`config.mk`:
```
export PLATFORM = sky130hd
export DESIGN_NAME = xpt_sequencer
export DESIGN_NICKNAME = d
export VERILOG_FILES = /design/src/rtl/xpt_sequencer.sv
export SDC_FILE = /design/constraint.sdc
export NUM_CORES = 1
export LEC_CHECK = 0
export ABC_AREA = 1
export BUFFER_PORTS_ARGS = -buffer_cell sky130_fd_sc_hd__buf_2
export CAP_MARGIN = 5
export CORE_MARGIN = 2
export CORE_UTILIZATION = 30
export CTS_BUF_LIST = sky130_fd_sc_hd__clkbuf_8
export DETAILED_ROUTE_END_ITERATION = 8
export GPL_ROUTABILITY_DRIVEN = 1
export HOLD_SLACK_MARGIN = 0.12
export MAX_ROUTING_LAYER = met4
export PLACE_DENSITY = 0.59
export REMOVE_ABC_BUFFERS = 1
export SYNTH_ARGS = -nofsm -noshare
export SYNTH_HDL_FRONTEND = slang
export SYNTH_SLANG_ARGS = --single-unit
```
`constraint.sdc`:
```
create_clock -name CLK -period 1.25 [get_ports CLK]
set_input_delay 0.125 -clock CLK [delete_from_list [all_inputs] [get_ports CLK]]
set_output_delay 0.125 -clock CLK [all_outputs]
set_load 0.005 [all_outputs]
```
`src/rtl/xpt_sequencer.sv`:
```
// Opcode register (ITABLE) and execution-step counter (XPT) sequencer for the decoder tree.
// Define XPT_SEQ_OVERFLOW_GUARD_EN to trap step overruns in a sticky FAULT state; otherwise XPT wraps.
//
// state | meaning
// FETCH | waiting for opcode byte, CM1 high
// EXEC  | stepping XPT, decoders enabled unless mem_wait
// FAULT | XPT ran past XPT_MAX without a reset strobe; left only by RESET
module xpt_sequencer #(
    parameter int unsigned XPT_MAX = 15
) (
    input  logic       CLK,
    input  logic       RESET,
    input  logic       mem_wait,
    input  logic [7:0] opcode,
    input  logic       opcode_valid,
    input  logic       PR_Reset_XPT,
    input  logic       P2_Set_CM1,
    input  logic       P2_Reset_ITABLE,
    output logic [3:0] XPT,
    output logic [3:0] notXPT,
    output logic [7:0] ITABLE,
    output logic [7:0] notITABLE,
    output logic       decode_enable,
    output logic       CM1,
    output logic       xpt_overflow
);

    localparam logic [3:0] XPT_LAST = XPT_MAX[3:0];

    typedef enum logic [1:0] {
        FETCH = 2'd0,
        EXEC  = 2'd1,
        FAULT = 2'd2
    } state_t;

    state_t     state;
    logic [3:0] xpt_inc;

    assign xpt_inc       = XPT + 4'd1;
    assign decode_enable = (state == EXEC) && !mem_wait;

`ifndef XPT_SEQ_OVERFLOW_GUARD_EN
    assign xpt_overflow = 1'b0;
`endif

    always_ff @(posedge CLK or posedge RESET) begin
        if (RESET) begin
            state     <= FETCH;
            XPT       <= 4'h0;
            notXPT    <= 4'hF;
            ITABLE    <= 8'h00;
            notITABLE <= 8'hFF;
            CM1       <= 1'b1;
`ifdef XPT_SEQ_OVERFLOW_GUARD_EN
            xpt_overflow <= 1'b0;
`endif
        end else begin
            case (state)
                FETCH: begin
                    if (opcode_valid && !mem_wait) begin
                        ITABLE    <= opcode;
                        notITABLE <= ~opcode;
                        XPT       <= 4'h0;
                        notXPT    <= 4'hF;
                        CM1       <= 1'b0;
                        state     <= EXEC;
                    end
                end
                EXEC: begin
                    // A stalled cycle leaves every register untouched so no step repeats.
                    if (!mem_wait) begin
                        if (P2_Reset_ITABLE) begin
                            ITABLE    <= 8'h00;
                            notITABLE <= 8'hFF;
                        end
                        if (P2_Set_CM1) begin
                            XPT    <= 4'h0;
                            notXPT <= 4'hF;
                            CM1    <= 1'b1;
                            state  <= FETCH;
                        end else if (PR_Reset_XPT) begin
                            XPT    <= 4'h0;
                            notXPT <= 4'hF;
                        end else if (XPT == XPT_LAST) begin
`ifdef XPT_SEQ_OVERFLOW_GUARD_EN
                            state        <= FAULT;
                            xpt_overflow <= 1'b1;
`else
                            XPT    <= 4'h0;
                            notXPT <= 4'hF;
`endif
                        end else begin
                            XPT    <= xpt_inc;
                            notXPT <= ~xpt_inc;
                        end
                    end
                end
                default: begin
                end
            endcase
        end
    end

endmodule
```
==> out/metrics.cfg, run 1 <==
[outcome]
status=completed

[yosys]
ys_ff_latch=26
async_flop_share=1.00
yosys.area.top_type=dfstp_2
synth_area_sq_mm=0.00115
syn_inst=132
synth.top_cell.area_share=0.297
synthFlopType=dfstp_2
netlist_top_cells_area=dfstp_2, dfrtp_1, nand2_1, inv_1, nand3_1
synth_seq_area_share=0.581
yosys_warnings=0
synth_edf_count=0
avgSynthCellArea_sq_um=8.70
synth_cell_types=21
synth_most_common_cell=nand2_1
synth_common_cells=nand2_1, dfrtp_1, dfstp_2

[sta]
holdWs_ns=0.187
drv_slew=0
hold_viol_final=0
worst_clock_skew_ns=0.00440
setup_tns_ns=0
rsz0062_at_grt=false
period_share=0.896
timing.fmax_mhz=892
setup_viol=0
min_period_ns=1.12

[floorplan]
die_height_um=65.9
die_w_um=65.9
boundaryPins=42
rows=22
start_util=0.314
coreArea_sq_mm=0.00366
dieArea_sq_mm=0.00434

[cts]
h-tree-depth=1
clk_latency_ns=0.27
cts_tree=built
cts_made_buffers=3
path_clk_slew_ns=0.09
cts.path.max_buffers=2
clk_root_buffer_cell=clkbuf_8
cts.sinks=26

[worst_setup_path]
cp_common_cell=nand2_1
crit_fanout=5
crit_chain=ha_1 -> nand2_1 -> nand2_1 -> nand2_1 -> nand3_1 -> nand2_1 -> inv_1
max_stage_delay_ns=0.44
slowest_stage=dfrtp_1
cp-start-kind=register
arrival_ns=1.33
worstPathRequired_ns=1.46
path_class=register to register
critPathCaptureType=register

[placement]
place_area_sq_mm=0.00139
dp_hpwl_mm=1.76
globalplace.congestion=0.735
dp.cells=218
portBuffers=40

[drt]
vias_per_cell=4.14
drt_iter0_markers=55
first_pass_iters=4
drc=0
wl_per_cell_um=10.3
wirelength_mm=2.40
drtAntennaViolNets=0
vias=964

[grt]
grtUsageTotal=0.127
global_route.usage.met3=0.0170
grt_pass1_wl_mm=4.01
grt_util_met1=0.166
grt.busiest_layer=met2
grt_overflow=0
use_met2=0.196
grt_pass1_vias=898
grt_max_degree=27
antenna_found_initial=0

[final_layout]
fin_area_sq_mm=0.00158
final_cells=233
synthToLayoutAreaGrowth_pct=37.8
drive_gt1_frac=0.373
fillers=384
nets=202
diodes=0

[worst_hold_path]
hold_class=primary input to register

[run]
cap_violations=0

[pwr]
powerDensity_mw_per_mm2=1510
vdd.ir_drop.worst_mv=0.512
power.leakage_nw=0.883

-- per-stage QoR --
step	total power, mW	worst slack [ns]	utilization
after global routing	2.55	0.0359	0.432
after CTS	2.41	0.0640	0.426
final	2.39	0.129	0.432
after global placement	1.68	0.135	0.379
after floorplan	1.42	0.123	-
after detailed placement	1.68	0.0948	0.379
-- critical path, delay by kind of cell, from the launching register on --
family	cells	cell delay, ns
flops	1	0.44
simple gates	5	0.34
fa+ha+maj	1	0.23
buf+inv	1	0.04
-- cell families (layout without fill, tap and decap cells) --
| logic type | count (synthesis) | count (layout) | synth area share |
|---|---|---|---|
| AOI/OAI and AO/OA | 6 | 6 | 0.0327 |
| and+or+nand+nor | 79 | 79 | 0.293 |
| DFF | 26 | 26 | 0.581 |
| other | 1 | 1 | 0.00326 |
| buffers and inverters | 19 | 72 | 0.0795 |
| adders and majority gates | 1 | 1 | 0.0109 |
-- report_power, final --
part           total (mW)  internal, mW  switching (mW)
registers            1.16          1.07          0.0930
clock network       0.689         0.428           0.261
logic               0.539         0.257           0.282
total                2.39          1.75           0.636
-- layout by cell type, fill, tap and decap left out, drive strengths merged, types with 2 or more instances in the layout --
cell	n
dfstp	13
nand2	59
clkbuf	3
dfrtp	13
o21a	2
buf	43
inv	15
o21ai	3
nor2	10
nand3	8
dlygate4sd3	10
-- final cells by class --
type | instances | area (sq um) | area share
sequential | 26 | 667 | 0.421
multi-input combinational | 87 | 393 | 0.248
timing repair buffer | 53 | 335 | 0.212
tap | 48 | 60.1 | 0.0379
inverter | 15 | 56.3 | 0.0356
clock buffer | 3 | 41.3 | 0.0261
clock inverter | 1 | 30.0 | 0.0190
-- layer usage --
metal / wire length (um) / part of all wire
met1: 1100 / 0.46
met2: 1160 / 0.48
met3: 101 / 0.042
met4: 40 / 0.017
met5: 0 / 0
-- state kept, by name, indices dropped and copies added (netlist names) --
| signal | cells |
|---|---|
| state | 1 |
| notXPT | 4 |
| notITABLE | 8 |
| CM1 | 1 |
| XPT | 4 |
| ITABLE | 8 |
-- worst paths after layout --
kind	startpoint	to	slack, ns	depth (start not counted)
max in group asynchronous	RESET	notXPT[3]	0.52	4
max reg2reg	XPT[0]	notXPT[3]	0.13	7
min	opcode_valid	state[0]	0.19	3
max	XPT[0]	notXPT[3]	0.13	7
min reg2reg	notITABLE[5]	notITABLE[5]	0.47	2
min in group asynchronous	RESET	state[0]	0.44	4
-- timing repair --
action / 4_1_cts / 5_1_grt
setup buffers: 0 / 1
endpoints found under the setup margin: 0 / 5
hold endpoints to repair: 31 / 0
resized for setup: 0 / 1
hold buffers: 10 / 0
Power figures use the tool's default switching activity.
==> run 2: changes to the inputs <==
--- a/config.mk
+++ b/config.mk
@@ -15,7 +15,7 @@
 export GPL_ROUTABILITY_DRIVEN = 1
 export HOLD_SLACK_MARGIN = 0.12
 export MAX_ROUTING_LAYER = met4
-export PLACE_DENSITY = 0.59
+export PLACE_DENSITY = 0.61
 export REMOVE_ABC_BUFFERS = 1
 export SYNTH_ARGS = -nofsm -noshare
 export SYNTH_HDL_FRONTEND = slang
==> constraint.sdc (replaced) <==
create_clock -name CLK -period 0.95 [get_ports CLK]
set_input_delay 0.095 -clock CLK [delete_from_list [all_inputs] [get_ports CLK]]
set_output_delay 0.095 -clock CLK [all_outputs]
set_load 0.005 [all_outputs]
==> out/metrics.cfg, run 2 (synthesis gave the netlist of run 1 again) <==
[outcome]
status=finished, violations left
violations=negative setup slack

[worst_setup_path]
crit_fanout=4  ; -1
worstSetupStartpoint=state[0]
worstSetupPathDepth=4  ; -3
cp_top_family=flip-flops
path_class=register to output port
max_stage_delay_ns=0.40  ; -0.04 ns
r2r_slack_ns=-0.14  ; -0.27 ns
worstPathRequired_ns=0.85  ; -0.61 ns
cp-start-kind=register
r2r-start=state[0]
critPathCaptureType=output port
crit_chain=inv_2 -> nor2_4 -> buf_6 -> buf_6
critPathCapture=decode_enable
r2r-end=ITABLE[4]
reg2regPathDepth=6  ; -1
crit_buf_inv=3  ; +2
cp_common_cell=buf_6
arrival_ns=1.04  ; -0.29 ns
slowest_stage=dfrtp_1

[final_layout]
fin_area_sq_mm=0.00175  ; +11%
top_regs=ITABLE x8, notITABLE x8
final_common_cell=nand2_1
synthToLayoutAreaGrowth_pct=52.5
finish.utilization=0.478  ; +0.0461
drive_gt1_frac=0.500  ; +0.127
nets=211  ; +4.5%
layout_common_cells=nand2_1, buf_2, dfstp_2, dfrtp_1
diodes=0  ; unchanged

[placement]
portBuffers=40  ; unchanged
globalplace.congestion=0.805  ; +9.4%
place_area_sq_mm=0.00145  ; +4.1%
dp_hpwl_mm=1.83  ; +3.8%

[cts]
cts_tree=built
clk_latency_ns=0.27  ; about the same
h-tree-depth=1  ; unchanged
cts_made_buffers=3  ; unchanged
cts.path.max_buffers=2  ; unchanged
path_clk_slew_ns=0.09  ; about the same
cts.sinks=26  ; unchanged
clk_root_buffer_cell=clkbuf_8

[grt]
grt_pass1_vias=983  ; +9.5%
grt_overflow=0  ; unchanged
grt_util_met1=0.159  ; -0.00661
antenna_found_initial=0  ; unchanged
global_route.usage.met3=0.0136  ; -0.00341
use_met2=0.215  ; +0.0189
grt_pass1_wl_mm=4.20  ; +4.8%
grtUsageTotal=0.129  ; +0.00161
grt_max_degree=27  ; unchanged
grt.busiest_layer=met2

[floorplan]
coreArea_sq_mm=0.00366  ; unchanged
die_w_um=65.9  ; unchanged
dieArea_sq_mm=0.00434  ; unchanged
boundaryPins=42  ; unchanged
die_height_um=65.9  ; unchanged
rows=22  ; unchanged
start_util=0.314  ; unchanged

[sta]
drv_slew=0  ; unchanged
setup_viol=41  ; +41
timing.fmax_mhz=884
hold_viol_final=0  ; unchanged
worst_clock_skew_ns=0.00891  ; +0.00450 ns
rsz0062_at_grt=true
period_share=1.19
setup_ws_ns=-0.181  ; -0.310 ns
min_period_ns=1.13

[pwr]
power.leakage_nw=0.938  ; +6.3%
powerDensity_mw_per_mm2=1750  ; +16%
vdd.ir_drop.worst_mv=0.622  ; +22%

[drt]
drt_iter0_markers=80  ; +45%
first_pass_iters=4  ; unchanged
wirelength_mm=2.71  ; +13%
vias_per_cell=4.24  ; +2.5%
wl_per_cell_um=11.2  ; +8.4%
drc=0  ; unchanged
vias=1026  ; +6.4%
drtAntennaViolNets=0  ; unchanged

[worst_hold_path]
hold_class=primary input to register

[run]
cap_violations=0  ; unchanged

run 2: what timing repair did:
| item | 4_1_cts | 5_1_grt |
|---|---|---|
| endpoints found under the hold margin | 44 | 2 |
| hold buffers | 10 | 1 |
| endpoints found under the setup margin | 41 | 43 |
| cloned | 0 | 0 |
| pin swaps | 13 | 4 |
| setup buffers | 3 | 2 |
| resized for setup | 26 | 11 |
run 2: worst min-delay path by stage:
stage                       from  slack [ns]   endpoint  depth (start not counted)
floorplan                  RESET        0.13  ITABLE[0]                          1
global placement           RESET        0.13  ITABLE[5]                          3
detailed placement         RESET        0.14  ITABLE[5]                          3
CTS                 opcode_valid        0.18   state[0]                          3
global route        opcode_valid        0.19   state[0]                          3
finish              PR_Reset_XPT        0.19     XPT[1]                          6
run 2: tightest hold or removal path: cells and delay by family:
| family | cells | cell delay, ns |
|---|---|---|
| and+or+nand+nor | 4 | 0.21 |
| buffers and inverters | 2 | 0.10 |
run 2: layout make-up:
class	count	area (sq um)
tap	48	60.1
inverter	15	61.3
multi-input combinational	87	458
sequential	26	667
fill	371	1910
clock inverter	1	3.75
clock buffer	3	41.3
timing repair buffer	62	460
run 2: where the power goes:
group          internal, mW  switching (mW)  leakage [nW]
registers              1.40           0.117         0.309
clock network         0.289           0.339        0.0269
logic                 0.463           0.446         0.602
run 2: metrics by stage:
| step | power, mW | instances | hold slack, ns | setup TNS (ns) | worst slack (ns) |
|---|---|---|---|---|---|
| floorplan | 1.87 | 128 | 0.125 | -2.42 | -0.177 |
| global placement | 2.25 | 224 | 0.134 | -1.84 | -0.115 |
| detailed placement | 2.27 | 224 | 0.137 | -2.19 | -0.129 |
| CTS | 3.04 | 240 | 0.182 | -3.59 | -0.188 |
| global route | 3.27 | 242 | 0.194 | -5.44 | -0.225 |
| finish | 3.06 | 242 | 0.187 | -3.44 | -0.181 |
run 2: per-layer routing:
metal / vias up / share of wire / wire length [um]
met5: - / 0 / 0
met4: 0 / 0.010 / 27
met3: 2 / 0.058 / 158
met2: 29 / 0.49 / 1310
met1: 478 / 0.45 / 1210
li1: 517 / - / -
==> run 3: changes to the inputs <==
--- a/config.mk
+++ b/config.mk
@@ -8,7 +8,7 @@
 export ABC_AREA = 1
 export BUFFER_PORTS_ARGS = -buffer_cell sky130_fd_sc_hd__buf_2
 export CAP_MARGIN = 5
-export CORE_MARGIN = 2
+export CORE_MARGIN = 5
 export CORE_UTILIZATION = 30
 export CTS_BUF_LIST = sky130_fd_sc_hd__clkbuf_8
 export DETAILED_ROUTE_END_ITERATION = 8
==> out/metrics.cfg, run 3 (synthesis gave the netlist of run 1 again) <==
[cts]
cts_made_buffers=3  ; unchanged
cts.sinks=26  ; unchanged
clk_root_buffer_cell=clkbuf_8
path_clk_slew_ns=0.09  ; about the same
clk_latency_ns=0.27  ; about the same
cts_tree=built
h-tree-depth=1  ; unchanged
cts.path.max_buffers=2  ; unchanged

[floorplan]
die_height_um=71.9  ; +9.1%
coreArea_sq_mm=0.00369  ; +0.75%
rows=22  ; unchanged
dieArea_sq_mm=0.00517  ; +19%
die_w_um=71.9  ; +9.1%
start_util=0.311  ; -0.00234
boundaryPins=42  ; unchanged

[pwr]
p_sw_mw=0.917  ; +1.6%
vdd.ir_drop.worst_mv=0.791  ; +27%
pwr-share-clk=0.275  ; +0.070
p_sw_frac=0.273  ; -0.0225
power.leakage_nw=0.978  ; +4.2%
power_mw=3.36  ; +10%
seqPwrFrac=0.454  ; -0.043
powerDensity_mw_per_mm2=1880  ; +7.4%
p_comb_frac=0.270  ; -0.027
p_int_mw=2.45  ; +13%

[drt]
vias_per_cell=4.22  ; -0.48%
wirelength_mm=3.00  ; +11%
drt_iter0_markers=47  ; -41%
vias=1038  ; +1.2%
first_pass_iters=4  ; unchanged
drc=0  ; unchanged
wl_per_cell_um=12.2  ; +9.2%
drtAntennaViolNets=0  ; unchanged

[sta]
worst_clock_skew_ns=0.00374  ; -0.00516 ns
drv_slew=0  ; unchanged
min_period_ns=1.11  ; -0.0197 ns
timing.fmax_mhz=900  ; +1.8%
rsz0062_at_grt=true
hold_viol_final=0  ; unchanged
setup_tns_ns=-2.85  ; +0.588 ns
period_share=1.17  ; -0.0208
setup_ws_ns=-0.161  ; +0.0197 ns
setup_viol=39  ; -4.9%

[worst_setup_path]
path_class=register to output port
cp_top_family=flip-flops
crit_buf_inv=3  ; unchanged
arrival_ns=1.02  ; -0.02 ns
cp-start-kind=register
slowest_stage=dfrtp_1
crit_fanout=3  ; -1
crit_chain=inv_2 -> nor2_4 -> buf_6 -> buf_6
worstPathRequired_ns=0.85  ; about the same
max_stage_delay_ns=0.39  ; about the same
critPathCaptureType=output port
cp_common_cell=buf_6

[final_layout]
synthToLayoutAreaGrowth_pct=56.1
final_cells=246  ; +1.7%
final_common_cell=nand2_1
layout_common_cells=nand2_1, buf_2, dfstp_2
diodes=0  ; unchanged
nets=215  ; +1.9%
top_regs=ITABLE x8, notITABLE x8
fin_area_sq_mm=0.00179  ; +2.4%
drive_gt1_frac=0.470  ; -0.0303

[grt]
antenna_found_initial=0  ; unchanged
grtUsageTotal=0.120  ; -0.00930
grt_overflow=0  ; unchanged
grt_max_degree=20  ; -26%
grt_pass1_wl_mm=4.68  ; +11%
grt_pass1_vias=1018  ; +3.6%

[worst_hold_path]
hold_class=primary input to register

[outcome]
status=finished, violations left
violations=negative setup slack

[placement]
dp.cells=228  ; +1.8%
dp_hpwl_mm=2.10  ; +15%
pre_cts_ws_ns=-0.155  ; -0.0269 ns
globalplace.congestion=0.775  ; -3.7%
place_area_sq_mm=0.00148  ; +2.1%
portBuffers=40  ; unchanged

[run]
cap_violations=0  ; unchanged

run 3: cell count changes in the layout (fill, tap and decap cells not counted), moves of 2 or more:
cell	before	now
nand3_2	7	3
nand3_1	1	5
nand2_1	46	52
buf_2	35	33
buf_4	4	10
nand2_2	12	5
run 3: layout make-up:
class | instances | area [sq um]
fillers | 359 | 1900
clock inverters | 1 | 30.0
inverters | 15 | 58.8
well taps | 48 | 60.1
clock buffers | 3 | 41.3
flip-flops and latches | 26 | 668
multi-input cells | 87 | 440
repair buffers | 66 | 494
run 3: tightest hold or removal path, cell delays in order:
cell and delay, ns:
buf_2 0.12, nand2_1 0.09, a22oi_1 0.09
run 3: metal layers:
layer	global-route usage	wire length, um
met3	0.0140	82
met2	0.208	1560
met4	0.0501	52
met5	-	0
met1	0.138	1310
run 3: path summary, 6_finish.rpt:
check / from / endpoint / slack, ns / cells past startpoint
hold reg to reg: notITABLE[4] / notITABLE[4] / 0.47 / 2
max in group asynchronous: RESET / notXPT[3] / 0.27 / 4
setup / recovery: state[0] / decode_enable / -0.16 / 4
setup reg to reg: XPT[0] / notXPT[3] / -0.11 / 7
min in group asynchronous: RESET / XPT[0] / 0.35 / 4
hold / removal: opcode_valid / state[0] / 0.16 / 3
run 3: per-stage QoR:
step	utilization	hold slack (ns)
finish	0.486	0.163
global route	0.486	0.181
CTS	0.471	0.166
detailed placement	0.400	0.104
global placement	0.400	0.0996
floorplan	-	0.125
run 3: power groups by stage:
stage / clock network (mW) / logic, mW / registers, mW
2_1_floorplan: 0 / 0.315 / 1.55
5_1_grt: 0.976 / 1.01 / 1.56
6_report: 0.927 / 0.909 / 1.53
3_5_place_dp: 0 / 0.759 / 1.54
4_1_cts: 0.932 / 0.863 / 1.52
3_3_place_gp: 0 / 0.751 / 1.54
run 3: timing repair:
item / CTS / global route
hold endpoints to repair: 44 / 2
hold buffers: 10 / 2
setup buffers: 2 / 1
resized for setup: 20 / 9
setup endpoints to repair: 40 / 42
pin swaps: 6 / 2
